--- src/rtl/pipe_div.sv ---
// Sequential signed divider using radix-2 non-restoring iteration, one quotient bit per clock.
// A start/busy/done handshake; results are held until the next completed division or reset.
module pipe_div #(
  parameter int unsigned R = 14
) (
  input  logic         clk,
  input  logic         rst,
  input  logic         start,
  input  logic [R-1:0] a,
  input  logic [R-1:0] b,
  output logic         busy,
  output logic         done,
  output logic [R-1:0] quot,
  output logic [R-1:0] rem,
  output logic         ovf,
  output logic         dz
);

  localparam int unsigned CW = $clog2(R + 1);
  localparam logic [R-1:0] MaxPos = {1'b0, {(R-1){1'b1}}};
  localparam logic [R-1:0] MinNeg = {1'b1, {(R-1){1'b0}}};

  typedef enum logic [1:0] {StIdle, StCalc, StFix} state_e;

  state_e        state_q, state_d;
  logic [CW-1:0] count_q, count_d;
  logic [R:0]    p_q, p_d;          // signed partial remainder
  logic [R-1:0]  q_q, q_d;          // dividend magnitude shifting out, quotient shifting in
  logic [R-1:0]  b_mag_q, b_mag_d;
  logic          a_neg_q, a_neg_d;
  logic          q_neg_q, q_neg_d;
  logic          dz_pend_q, dz_pend_d;
  logic          ovf_pend_q, ovf_pend_d;
  logic          busy_q, busy_d;
  logic          done_q, done_d;
  logic [R-1:0]  quot_q, quot_d;
  logic [R-1:0]  rem_q, rem_d;
  logic          ovf_q, ovf_d;
  logic          dz_q, dz_d;

  logic [R-1:0]  a_mag, b_mag;
  logic [R:0]    p_sh, p_step;
  logic [R-1:0]  q_step;
  logic [R-1:0]  rem_mag, quot_signed;

  always_comb begin
    a_mag  = a[R-1] ? -a : a;
    b_mag  = b[R-1] ? -b : b;
    p_sh   = {p_q[R-1:0], q_q[R-1]};
    p_step = p_q[R] ? (p_sh + {1'b0, b_mag_q}) : (p_sh - {1'b0, b_mag_q});
    q_step = {q_q[R-2:0], ~p_step[R]};
    // With b=0 every step keeps P>=0, so P ends equal to |a| and rem=a falls out naturally.
    rem_mag     = p_q[R] ? (p_q[R-1:0] + b_mag_q) : p_q[R-1:0];
    quot_signed = q_neg_q ? -q_q : q_q;
  end

  always_comb begin
    state_d    = state_q;
    count_d    = count_q;
    p_d        = p_q;
    q_d        = q_q;
    b_mag_d    = b_mag_q;
    a_neg_d    = a_neg_q;
    q_neg_d    = q_neg_q;
    dz_pend_d  = dz_pend_q;
    ovf_pend_d = ovf_pend_q;
    busy_d     = busy_q;
    done_d     = 1'b0;
    quot_d     = quot_q;
    rem_d      = rem_q;
    ovf_d      = ovf_q;
    dz_d       = dz_q;
    unique case (state_q)
      StIdle: begin
        if (start) begin
          a_neg_d    = a[R-1];
          q_neg_d    = a[R-1] ^ b[R-1];
          p_d        = '0;
          q_d        = a_mag;
          b_mag_d    = b_mag;
          dz_pend_d  = (b == '0);
          ovf_pend_d = (a == MinNeg) && (b == '1);
          count_d    = CW'(R);
          busy_d     = 1'b1;
          state_d    = StCalc;
        end
      end
      StCalc: begin
        p_d     = p_step;
        q_d     = q_step;
        count_d = count_q - CW'(1);
        if (count_q == CW'(1)) state_d = StFix;
      end
      StFix: begin
        if (dz_pend_q) begin
          quot_d = a_neg_q ? MinNeg : MaxPos;
        end else if (ovf_pend_q) begin
          quot_d = MaxPos;
        end else begin
          quot_d = quot_signed;
        end
        rem_d   = a_neg_q ? -rem_mag : rem_mag;
        ovf_d   = ovf_pend_q;
        dz_d    = dz_pend_q;
        done_d  = 1'b1;
        busy_d  = 1'b0;
        state_d = StIdle;
      end
      default: state_d = StIdle;
    endcase
  end

  always_ff @(posedge clk or posedge rst) begin
    if (rst) begin
      state_q    <= StIdle;
      count_q    <= '0;
      p_q        <= '0;
      q_q        <= '0;
      b_mag_q    <= '0;
      a_neg_q    <= 1'b0;
      q_neg_q    <= 1'b0;
      dz_pend_q  <= 1'b0;
      ovf_pend_q <= 1'b0;
      busy_q     <= 1'b0;
      done_q     <= 1'b0;
      quot_q     <= '0;
      rem_q      <= '0;
      ovf_q      <= 1'b0;
      dz_q       <= 1'b0;
    end else begin
      state_q    <= state_d;
      count_q    <= count_d;
      p_q        <= p_d;
      q_q        <= q_d;
      b_mag_q    <= b_mag_d;
      a_neg_q    <= a_neg_d;
      q_neg_q    <= q_neg_d;
      dz_pend_q  <= dz_pend_d;
      ovf_pend_q <= ovf_pend_d;
      busy_q     <= busy_d;
      done_q     <= done_d;
      quot_q     <= quot_d;
      rem_q      <= rem_d;
      ovf_q      <= ovf_d;
      dz_q       <= dz_d;
    end
  end

  assign busy = busy_q;
  assign done = done_q;
  assign quot = quot_q;
  assign rem  = rem_q;
  assign ovf  = ovf_q;
  assign dz   = dz_q;

endmodule

--- config.mk ---
export PLATFORM = sky130hd
export DESIGN_NAME = pipe_div
export DESIGN_NICKNAME = d
export VERILOG_FILES = /design/src/rtl/pipe_div.sv
export SDC_FILE = /design/constraint.sdc
export NUM_CORES = 1
export LEC_CHECK = 0
export BUFFER_PORTS_ARGS = -buffer_cell sky130_fd_sc_hd__buf_2
export CORE_UTILIZATION = 60
export DETAILED_ROUTE_END_ITERATION = 10
export PLACE_DENSITY = 0.91
export SLEW_MARGIN = 20
export SYNTH_ARGS = -nofsm -noshare
export SYNTH_HDL_FRONTEND = slang
export SYNTH_SLANG_ARGS = --single-unit
--- constraint.sdc ---
create_clock -name clk -period 5.3 [get_ports clk]
set_clock_uncertainty 0.05 [all_clocks]
set_input_delay 1.06 -clock clk [delete_from_list [all_inputs] [get_ports clk]]
set_output_delay 1.06 -clock clk [all_outputs]
set_load 0.005 [all_outputs]
* Word-level counts from Yosys, hierarchy flattened *
Cells that the tools add are included.

storage, ports and cells
  output and inout bits = 32
  flip-flop bits (word level) = 85
  bits of input ports = 31

cells by class
  eq/ne operators = 7
  bitwise operators = 2
  $add $sub $neg = 8
  reductions and logical operators = 9
  muxes and demuxes = 21

operator list
  kind                  number
  $mux 14               9
  $neg 14->14           4
  $mux 15               2
  $pmux 15 s2           1
  $eq 14x14->1 const B  2
  $pmux 14 s2           1
  $add 15x14->15        1
  $sub 15x14->15        1
  $add 14x14->14        1
  $logic_not 14->1      1
  $pmux 4 s2            1
  $reduce_and 2->1      4
  $eq 4x1->1 const B    1
  $mux 2                2
  $mux 4                1
  $ne 2x2->1 const B    2
  $pmux 2 s2            1
  $reduce_bool 2->1     2
  $sub 4x1->4 const B   1
  $eq 2x1->1 const B    1
  $eq 2x2->1 const B    1
  $logic_not 2->1       1
  $mux 1                2
  $pmux 1 s2            1
  3 further kinds       3

* Longest topological paths before layout *
Gate-level depths: netlist (run 1).

  word-level depth = 4
  gate-level depth with buffers = 16
  mapped depth without buffers = 15

* Worst setup path after synthesis (run 1) *
OpenSTA, ideal clock, no wires.

  path type = reg2reg
  start point = register p_q[14]
  end point = register p_q[13]
  cell stages (with the launch flop) = 16
  setup time = 0.129 ns
  arrival = 3.300 ns
  clock period less this slack = 3.479 ns
  buffers on the path = 4
  slack = 1.821 ns
  cell sequence = dfrtp_1 -> buf_6 -> buf_2 -> clkbuf_1 -> clkbuf_1 -> mux2_2 -> ha_1 -> a21o_1 -> a21oi_1 -> nor2b_1 -> o21ai_0 -> a211oi_1 -> or3_1 -> a31oi_1 -> xor2_1 -> o21ai_1

between the ends
  cells in the longest elaborated chain, start to end = 2

ends and longest elaborated chain
  item                    RTL line  text
  from (decl)             27        logic [R:0] p_q, p_d;
  from (signal assigned)  133       p_q <= p_d;
  $mux 15                 50        p_step = p_q[R] ? (p_sh + {1'b0, b_mag_q}) : (p_sh - {1'b0, b_mag_q});
  $pmux 15 s2             73        unique case (state_q)

No other way between the ends.
A chain may end at the register's enable or synchronous reset.

* Final worst setup path (run 1) *
  start point = register b_mag_q[1]
  end point = register q_q[0]

between the ends
  cells in the longest elaborated chain, start to end = 4

ends and longest elaborated chain
  item                                              RTL line  text
  from (decl)                                       29        logic [R-1:0] b_mag_q, b_mag_d;
  from (signal assigned)                            135       b_mag_q <= b_mag_d;
  $sub 15x14->15 or $add 15x14->15 (tied branches)  50
  $mux 15 *                                         50
  $not 1->1 *                                       51        q_step = {q_q[R-2:0], ~p_step[R]};
  $pmux 14 s2 *                                     73
  to (signal assigned)                              134       q_q <= q_d;
  to (decl)                                         28        logic [R-1:0] q_q, q_d;

Mark *: on every way between the ends. The rest lies on a longest branch, timed or not.

==> summary.md, run 1 <==
| Metric | Value |
|---|---|
| Std cell rows | `36` |
| RSZ-0062 raised after global routing | `no` |
| Post-synth top area cell | `dfrtp_1` |
| Sw power | `2420 µW` |
| Initial antenna violation count | `0` |
| Share of cells above drive strength 1 | `0.131` |
| CP most frequent cell | `o21ai_0` |
| Number of inserted diodes | `0` |
| Sequential power share | `0.252` |
| Mapped Avg Cell Area | `8.54 µm²` |
| Part of the Yosys area used for sequential elements | `0.351` |
| Buffers & Inverters on Critical Path | `1` |
| Synth Register Bits | `85` |
| Root Driver | `clkbuf_8` |
| Die Y | `102 µm` |
| Post-cts sizing count | `0` |
| Initial drt markers | `366` |
| Period utilization | `0.717` |
| CP Data Required Time | `between 5 and 6 ns` |
| Total track usage | `0.297` |
| DR WL/cell | `roughly 16 µm` |
| Clock power share | `0.092` |
| DR vias/cell | `6.14` |
| Crit path cell chain | `inv_1, ha_1, nor3b_1, nand3b_1, o21ai_0, o21ai_0, xor2_1, ha_1, or2_2, a21o_1, o31ai_1, o21ai_0, xnor2_1, nor2_1, o31ai_1` |
| Hold_buf cts | `0` |
| Mapped Nets | `777` |
| Postcts setup bufs | `0` |
| Max IR drop VDD | `0.282 mV` |
| Setup violations, final | `0` |
| Final worst-path setup slack | `1.50 ns` |
| Count of final max-slew check failures | `0` |
| Final HPWL DP | `11,300 µm` |
| Area Overhead vs Synth | `9.68%` |
| Routed Antenna Nets | `0` |
| Combinational share of power | `0.656` |
| RePlAce Congestion | `0.912` |
| Rel. slew slack | `0.281` |
| # H-tree levels | `3` |
| Post-synth EDFFs | `0` |
| Critical Path Stages | `15` |
| PwrDens | `approximately 750 nW/µm²` |
| Synth top area share | `0.351` |
| Starting Density | `0.619` |
| Final TNS setup | `0 ns` |
| Switching Fraction | `0.486` |
| Die ar. | `10,500 µm²` |
| Cell Int Power | `~2600 µW` |
| Hold path cells | `2` |
| Port bufs | `62` |
| R2r setup slk | `1.50 ns` |
| Crit-path max FO | `6` |
| Mapped Area | `6050 µm²` |
| Cell count after synthesis | `709` |
| Ports | `63` |
| Wire length of the first global-routing pass | `24,000 µm` |
| 1st-pass router iterations | `6` |
| Clock transition at path regs | `0.08 ns` |
| CP endpoint kind | `register` |
| Slowest stage delay, CP | `0.44 ns` |
| Worst r2r path cells | `15` |
| CTS tree | `built` |
| CTS max path bufs | `2` |
| Post-place setup slack | `between 1.5 and 2 ns` |
| Synth area leaders | `dfrtp_1 (35%), o21ai_0 (7.4%), ha_1 (7.2%)` |
| DRC viols | `0` |
| Kind of critical path | `reg2reg` |
| Gr ovfl total | `0` |
| Number of global-route vias before repair | `roughly 5,100` |
| Final-layout fill cell count | `794` |
| Clock Sinks | `85` |
| CP top delay family | `compound AO/OA/AOI/OAI gates` |
| Largest net degree at the start of global routing | `between 50 and 60` |
| Commonest non-fill, non-tap cells in the layout | `nand2_1 (116), o21ai_0 (89), dfrtp_1 (85), buf_2 (62), xor2_1 (37)` |
| Core Area | `9770 µm²` |
| Slew at the pin closest to its max-slew limit | `1.07 ns` |
| Syn. warnings | `0` |
| Clk_lat worst skew | `0.37 ns` |
| CP Launch Type | `register` |
| HP Class | `reg2reg` |
| Post-synth cell types | `68` |
| Leading cell type in the layout, fill and taps excluded | `nand2_1` |
| Crit path time final | `between 3 and 4 ns` |
| Crit path to | `q_q[0]` |
| Slowest CP cell | `dfrtp_1` |
| Beginning of the critical path | `b_mag_q[1]` |
| Nets | `826` |
| Final Hold Viols | `0` |
| Async SR Flop Fraction | `1.00` |
| Status | `completed` |
| Predominant post-synthesis flop cell | `dfrtp_1` |
| Leakage | `0.00302 µW` |
| Via count | `between 5,000 and 6,000` |
| CP arrival | `4.02 ns` |
| Max-cap violations | `0` |
| Reg2reg start | `b_mag_q[1]` |
| Num CTS Buffers | `9` |
| Routed WL | `14,600 µm` |
| Die span in x | `102 µm` |
| F_max | `0.263 GHz` |
| Worst R2R End | `q_q[0]` |
-- power by group through the flow --
stage	sequential, µW	combinational [µW]	clock, µW
after CTS	1240	3240	457
after detailed placement	1250	3210	0
after global routing	1290	3630	479
after global placement	1230	3070	0
final	1260	3270	456
after floorplan	1130	2600	0
-- cell families (layout without fill, tap and decap cells) --
kind of cell             after synthesis  count (layout)  share of synthesized area
AO/OA/AOI/OAI                        212             212                      0.223
XOR/XNOR                              74              74                      0.109
adder cells (fa/ha/maj)               37              37                     0.0790
buffers and inverters                 53             106                     0.0343
flip-flops                            85              85                      0.351
multiplexers                           6               6                     0.0105
AND/OR/NAND/NOR                      242             242                      0.192
-- registers in the layout, indices dropped and copies added, names as in the netlist, 2 cells and up --
register	flops
count_q	4
state_q	2
rem	14
q_q	14
b_mag_q	14
p_q	15
quot	14
-- worst register-to-register path, cell delays in order, from the launching register on --
cell and delay [ns]:
dfrtp_1 0.44, inv_1 0.13, ha_1 0.18, nor3b_1 0.33, nand3b_1 0.12, o21ai_0 0.44, o21ai_0 0.21, xor2_1 0.18
ha_1 0.31, or2_2 0.32, a21o_1 0.20, o31ai_1 0.10, o21ai_0 0.18, xnor2_1 0.18, nor2_1 0.07, o31ai_1 0.25
-- layout make-up --
type	instances	area, µm²	area share
multi-input combinational	571	3720	0.560
sequential	85	2130	0.320
inverter	24	91.3	0.0138
clock buffer	10	128	0.0192
clock inverter	5	60.1	0.00905
tap	133	166	0.0251
timing repair buffer	67	348	0.0524
-- cells in the mapped netlist (4+ instances only) --
| cell | instances |
|---|---|
| o41ai_1 | 5 |
| nand2_1 | 116 |
| o21ai_0 | 90 |
| and3_1 | 4 |
| or2_2 | 4 |
| ha_1 | 35 |
| nor3_1 | 17 |
| dfrtp_1 | 85 |
| o22ai_1 | 8 |
| nor2b_1 | 9 |
| o31ai_1 | 13 |
| o21ai_1 | 14 |
| a21oi_1 | 25 |
| xor2_1 | 37 |
| clkbuf_1 | 25 |
| inv_1 | 21 |
| nand4_1 | 7 |
| a211oi_1 | 7 |
| or3_1 | 11 |
| o21a_1 | 4 |
| or4_1 | 7 |
| nor2_1 | 28 |
| a21o_1 | 5 |
| nand3_1 | 11 |
| xnor2_1 | 36 |
| a22oi_1 | 8 |
| nand2b_1 | 11 |
-- layer usage --
| layer | up-vias | share of wire | global-route usage |
|---|---|---|---|
| met2 | 232 | 0.46 | 0.482 |
| met1 | 2592 | 0.44 | 0.403 |
| met4 | 0 | 0.023 | 0.116 |
| li1 | 2639 | - | - |
| met3 | 35 | 0.072 | 0.0397 |
| met5 | - | 0 | 0 |
-- through the flow --
step | hold slack [ns] | power (µW) | cells | utilization | area, µm²
6_report | 0.430 | 4980 | 895 | 0.679 | 6640
2_1_floorplan | 0.396 | 3730 | 709 | - | 6050
5_1_grt | 0.456 | 5400 | 895 | 0.679 | 6640
3_3_place_gp | 0.409 | 4310 | 880 | 0.660 | 6450
3_5_place_dp | 0.416 | 4470 | 880 | 0.660 | 6450
4_1_cts | 0.435 | 4940 | 895 | 0.679 | 6640
-- how the worst min path moves through the flow --
stage | slack (ns) | end | startpoint
finish | 0.43 | quot[11] | quot[11]
global placement | 0.41 | quot[3] | quot[3]
floorplan | 0.40 | count_q[3] | count_q[3]
global route | 0.46 | quot[11] | quot[11]
detailed placement | 0.42 | quot[11] | quot[11]
CTS | 0.44 | quot[11] | quot[11]
No activity file was read; power rests on OpenSTA's default activity.
==> inputs of run 2 (changes only) <==
Settings changed: CORE_UTILIZATION 60 to 54, PLACE_DENSITY 0.91 to 0.87.
Clock period 5.3 ns to 3.1 ns, I/O delays scaled along.
==> run 2 against run 1 <==
Effect of this change: the flow now finishes with violations (negative setup slack); register-to-register slack lost 1.5 ns; critical path depth decreased by 1; via count up 3.5%; clock-buffer cell count up 2; hold slack worse by 0.058 ns; final cell count increased by 6.4%; highest routed layer unchanged.
==> summary.md, run 2 (same netlist as run 1, synthesis figures left out) <==
| Metric | Value |
|---|---|
| DRC viols | `0` |
| Leakage | `0.00330 µW` |
| Clk_lat worst skew | `0.37 ns` |
| Setup violations, final | `2` |
| Clock Sinks | `85` |
| Gr ovfl total | `0` |
| Count of final max-slew check failures | `0` |
| Hold_buf cts | `0` |
| Worst hold slack | `0.373 ns` |
| Crit-path max FO | `3` |
| DR WL/cell | `16.1 µm` |
| Max-cap violations | `0` |
| Max IR drop VDD | `0.553 mV` |
| Number of inserted diodes | `0` |
| Routed Antenna Nets | `0` |
| CP Launch Type | `register` |
| Clock power share | `0.072` |
| Port bufs | `62` |
| CP arrival | `3.31 ns` |
| Crit path time final | `3.13 ns` |
| Share of cells above drive strength 1 | `0.234` |
| Switching Fraction | `0.470` |
| Via count | `about 5,700` |
| Status | `complete, but fails checks` |
| Sw power | `~4800 µW` |
| Combinational share of power | `0.720` |
| Largest net degree at the start of global routing | `59` |
| Largest register FFs | `15` |
| Clock transition at path regs | `0.09 ns` |
| Slew at the pin closest to its max-slew limit | `0.945 ns` |
| F_max | `0.320 GHz` |
| Root Driver | `clkbuf_8` |
| Starting Density | `0.556` |
| Std cell rows | `38` |
| Num CTS Buffers | `9` |
| Routed WL | `15,300 µm` |
| Initial antenna violation count | `0` |
| Number of global-route vias before repair | `4,975` |
| Rel. slew slack | `0.369` |
| Final Hold Viols | `0` |
| Die ar. | `11,600 µm²` |
| Worst r2r path cells | `14` |
| Die span in x | `108 µm` |
| Total track usage | `0.266` |
| Cell Int Power | `5380 µW` |
| Nets | `between 800 and 900` |
| Commonest non-fill, non-tap cells in the layout | `nand2_1 (115), dfrtp_1 (85), o21ai_0 (83), buf_2 (62), buf_4 (51)` |
| Core Area | `10,900 µm²` |
| Wire length of the first global-routing pass | `24,200 µm` |
| CTS max path bufs | `2` |
| Failing checks | `negative setup slack` |
| Ports | `63` |
| # H-tree levels | `3` |
| RePlAce Congestion | `0.955` |
| CP Data Required Time | `3.28 ns` |
| Biggest register | `p_q` |
| Leading cell type in the layout, fill and taps excluded | `nand2_1` |
| Period utilization | `1.01` |
| Area Overhead vs Synth | `20.7%` |
| PwrDens | `roughly 1400 nW/µm²` |
| CTS tree | `built` |
| Reg2reg start | `b_mag_q[1]` |
| Final Total Pwr | `10,200 µW` |
| Initial drt markers | `422` |
| Final HPWL DP | `11,000 µm` |
| Sequential power share | `0.209` |
| Die Y | `108 µm` |
| DR vias/cell | `between 5 and 6` |
| Kind of critical path | `reg2reg` |
| Beginning of the critical path | `b_mag_q[1]` |
| HP Class | `in2async` |
| CP endpoint kind | `register` |
| 1st-pass router iterations | `5` |
| RSZ-0062 raised after global routing | `yes` |
| Final worst-path setup slack | `-0.0256 ns` |
run 2: cell count changes in the layout (fill, tap and decap cells not counted), moves of 6 or more:
cell,change
buf_4,+46
ha_1,-7
o21ai_0,-6
o21ai_2,+6
run 2: final timing paths:
| path | slack, ns | to |
|---|---|---|
| setup / recovery | -0.03 | p_q[13] |
| hold / removal | 0.37 | quot[11] |
| setup reg to reg | -0.03 | p_q[13] |
| hold reg to reg | 0.43 | rem[2] |
| max in group asynchronous | 1.87 | q_q[10] |
| min in group clk | 0.43 | rem[2] |
run 2: per-stage QoR:
stage          std cells  cell area, µm²  setup TNS (ns)  setup WS [ns]   util
2_1_floorplan        709            6080               0         0.0124      -
3_3_place_gp         928            6800               0         0.0213  0.624
3_5_place_dp         928            6800         -0.0855        -0.0432  0.624
4_1_cts              944            7020         -0.0164        -0.0164  0.645
5_1_grt              952            7300          -0.754         -0.158  0.671
6_report             952            7300         -0.0431        -0.0256  0.671
run 2: routing by layer:
| metal | vias up | global-route usage | part of all wire | wire length (µm) |
|---|---|---|---|---|
| li1 | 2741 | - | - | - |
| met1 | 2669 | 0.369 | 0.44 | 6740 |
| met2 | 247 | 0.425 | 0.46 | 7020 |
| met3 | 34 | 0.0400 | 0.076 | 1160 |
| met4 | 0 | 0.0793 | 0.024 | 369 |
| met5 | - | 0 | 0 | 0 |
run 2: final cells by class:
| class | count | area [µm²] |
|---|---|---|
| multi-input combinational | 571 | 3990 |
| fill | 845 | 3590 |
| sequential | 85 | 2130 |
| timing repair buffer | 116 | 736 |
| tap | 140 | 175 |
| clock buffer | 12 | 145 |
| inverter | 24 | 93.8 |
| clock inverter | 4 | 31.3 |
run 2: power groups by stage:
| stage | registers (µW) | clock network, µW | logic [µW] |
|---|---|---|---|
| finish | 2120 | 729 | 7310 |
| global route | 2170 | 790 | 8010 |
| CTS | 2070 | 738 | 6390 |
| detailed placement | 2090 | 0 | 6250 |
| global placement | 2070 | 0 | 6070 |
| floorplan | 1940 | 0 | 4520 |
run 2: what timing repair did:
item,CTS,global route
gates resized for setup,10,46
setup endpoints to repair,4,10
pin swaps,5,36
buffers inserted,0,8
run 2: critical path, cell delays in order, from the launching register on:
cell	delay, ns
dfrtp_1	0.40
buf_6	0.14
inv_4	0.06
ha_4	0.19
mux2_2	0.28
ha_1	0.31
a21o_1	0.21
a21oi_2	0.18
nor2b_1	0.09
o21ai_2	0.19
a211oi_1	0.13
or3_1	0.33
a31oi_1	0.18
xor2_1	0.17
o21ai_1	0.08
==> inputs of run 3 (changes only) <==
Settings changed: RECOVER_POWER set to 100.
==> run 3 against run 2 <==
Effect of this change: the run ends with max-capacitance violations, max-slew violations, negative setup slack left; die area unchanged; critical path depth did not move; critical endpoint unchanged; sequential share of layout area rose by 0.12 points; critical path type unchanged; global-route usage stayed put; worst setup slack got worse by 0.0027 ns; final cell count stayed put; non-clock buffer count did not move; largest cell class unchanged; first-iteration DRC count decreased by 1.4%; hold slack gained 0.058 ns; cell area is 0.41% lower; core utilization decreased by 0.28 points; fmax about the same.
==> summary.md, run 3 (same netlist as run 1, synthesis figures left out) <==
| Metric | Value |
|---|---|
| Die Y | `~110 µm` |
| Finished Cell Area | `7270 µm²` |
| Share of cells above drive strength 1 | `0.209` |
| CTS max path bufs | `2` |
| Root Driver | `clkbuf_8` |
| Via count | `5,645` |
| # H-tree levels | `3` |
| Count of final max-slew check failures | `56` |
| Number of global-route vias before repair | `between 4,000 and 5,000` |
| CP Launch Type | `register` |
| Total track usage | `0.266` |
| Starting Density | `0.556` |
| Slew at the pin closest to its max-slew limit | `2.07 ns` |
| Core Area | `10,900 µm²` |
| Largest net degree at the start of global routing | `59` |
| Clk_lat worst skew | `around 0.37 ns` |
| Crit path cell chain | `buf_6, inv_2, ha_4, mux2_2, ha_1, a21o_1, a21oi_2, nor2b_1, o21ai_2, a211oi_1, or3_1, a31oi_1, xor2_1, o21ai_1` |
| Crit path time final | `between 3 and 4 ns` |
| Die span in x | `108 µm` |
| Num CTS Buffers | `9` |
| Status | `complete, but fails checks` |
| DR vias/cell | `roughly 5.9` |
| Slowest CP cell | `dfrtp_1` |
| Leading cell type in the layout, fill and taps excluded | `nand2_1` |
| Final-layout fill cell count | `863` |
| RePlAce Congestion | `approximately 0.96` |
| Largest register FFs | `15` |
| Biggest register | `p_q` |
| Area Overhead vs Synth | `20.2%` |
| F_max | `0.320 GHz` |
| Setup violations, final | `2` |
| Routed WL | `15,300 µm` |
| Ports | `63` |
| Final Hold Viols | `0` |
| Failing checks | `max-capacitance violations, max-slew violations, negative setup slack` |
| HP Class | `reg2reg` |
| CP arrival | `3.31 ns` |
| Initial antenna violation count | `0` |
| Gr ovfl total | `0` |
| Rel. slew slack | `-0.379` |
| Clock transition at path regs | `0.09 ns` |
| Seq. cell area | `2130 µm²` |
| Wire length of the first global-routing pass | `24,200 µm` |
| Critical Path Stages | `14` |
| RSZ-0062 raised after global routing | `yes` |
| Final HPWL DP | `11,000 µm` |
| CTS tree | `built` |
| Worst r2r path cells | `14` |
| Slowest stage delay, CP | `0.40 ns` |
| Hold path cells | `2` |
| Crit-path max FO | `5` |
| Final worst-path setup slack | `-0.0283 ns` |
| Final core occ | `0.668` |
| CP endpoint kind | `register` |
| Number of inserted diodes | `0` |
| Die ar. | `11,600 µm²` |
| DP Area | `6800 µm²` |
| DRC viols | `0` |
| Max-cap violations | `1` |
| Period utilization | `1.01` |
| CP top delay family | `compound AO/OA/AOI/OAI gates` |
| CP Data Required Time | `3.29 ns` |
| Kind of critical path | `reg2reg` |
| Initial drt markers | `416` |
| 1st-pass router iterations | `5` |
| Buffers & Inverters on Critical Path | `2` |
| Routed Antenna Nets | `0` |
| Clock Sinks | `85` |
| DR WL/cell | `between 15 and 20 µm` |
| Commonest non-fill, non-tap cells in the layout | `nand2_1 (115), dfrtp_1 (85), o21ai_0 (83), buf_4 (49), buf_2 (43)` |
| Nets | `875` |
| Port bufs | `62` |
| Multi-input logic area | `3990 µm²` |
| Std cell rows | `38` |
[run 3: cell count changes in the layout (fill, tap and decap cells not counted), sizes merged]
cell / before / now
clkinv: 3 / 2
inv: 22 / 23
clkbuf: 12 / 31
buf: 116 / 97
[run 3: through the flow]
stage | setup TNS (ns) | hold slack, ns | setup WS (ns) | cells
after floorplan | 0 | 0.396 | 0.0124 | 709
after global placement | 0 | 0.406 | 0.0213 | 928
after detailed placement | -0.0855 | 0.415 | -0.0432 | 928
after CTS | -0.0164 | 0.397 | -0.0164 | 944
after global routing | -0.754 | 0.458 | -0.158 | 952
final | -0.0450 | 0.431 | -0.0283 | 952
[run 3: repair_timing]
item                                    in CTS  in global routing
pin swaps                                    5                 36
setup buffers                                0                  8
gates resized for setup                     10                 46
hold buffers                                 0                  0
gates cloned                                 0                  0
endpoints found under the setup margin       4                 10
[run 3: final timing paths]
kind | endpoint | slack (ns) | from
max in group asynchronous | count_q[2] | 0.78 | rst
hold / removal | rem[2] | 0.43 | rem[2]
setup / recovery | p_q[13] | -0.03 | b_mag_q[0]
hold reg to reg | rem[2] | 0.43 | rem[2]
min in group asynchronous | quot[11] | 0.87 | rst
setup reg to reg | p_q[13] | -0.03 | b_mag_q[0]
[run 3: worst min-delay path: cells and delay by family, from the launching register on]
kind             cells  cell delay, ns
AO/OA/AOI/OAI        1            0.06
flip-flops           1            0.35
AND/OR/NAND/NOR      1            0.04
[run 3: per-layer routing]
layer	share of wire	vias to the layer above	track usage
met5	0	-	0
met4	0.024	0	0.0793
met3	0.072	31	0.0400
met2	0.46	230	0.425
met1	0.45	2644	0.369
li1	-	2740	-
[run 3: area by class of cell]
type | count | share of cell area
clock buffer | 12 | 0.0200
sequential | 85 | 0.292
timing repair buffer | 116 | 0.0972
multi-input combinational | 571 | 0.549
tap | 140 | 0.0241
clock inverter | 4 | 0.00430
inverter | 24 | 0.0127
Power of run 3 is not shown: default switching activity piles up to over one toggle a cycle in this logic, so the estimate is an artifact.
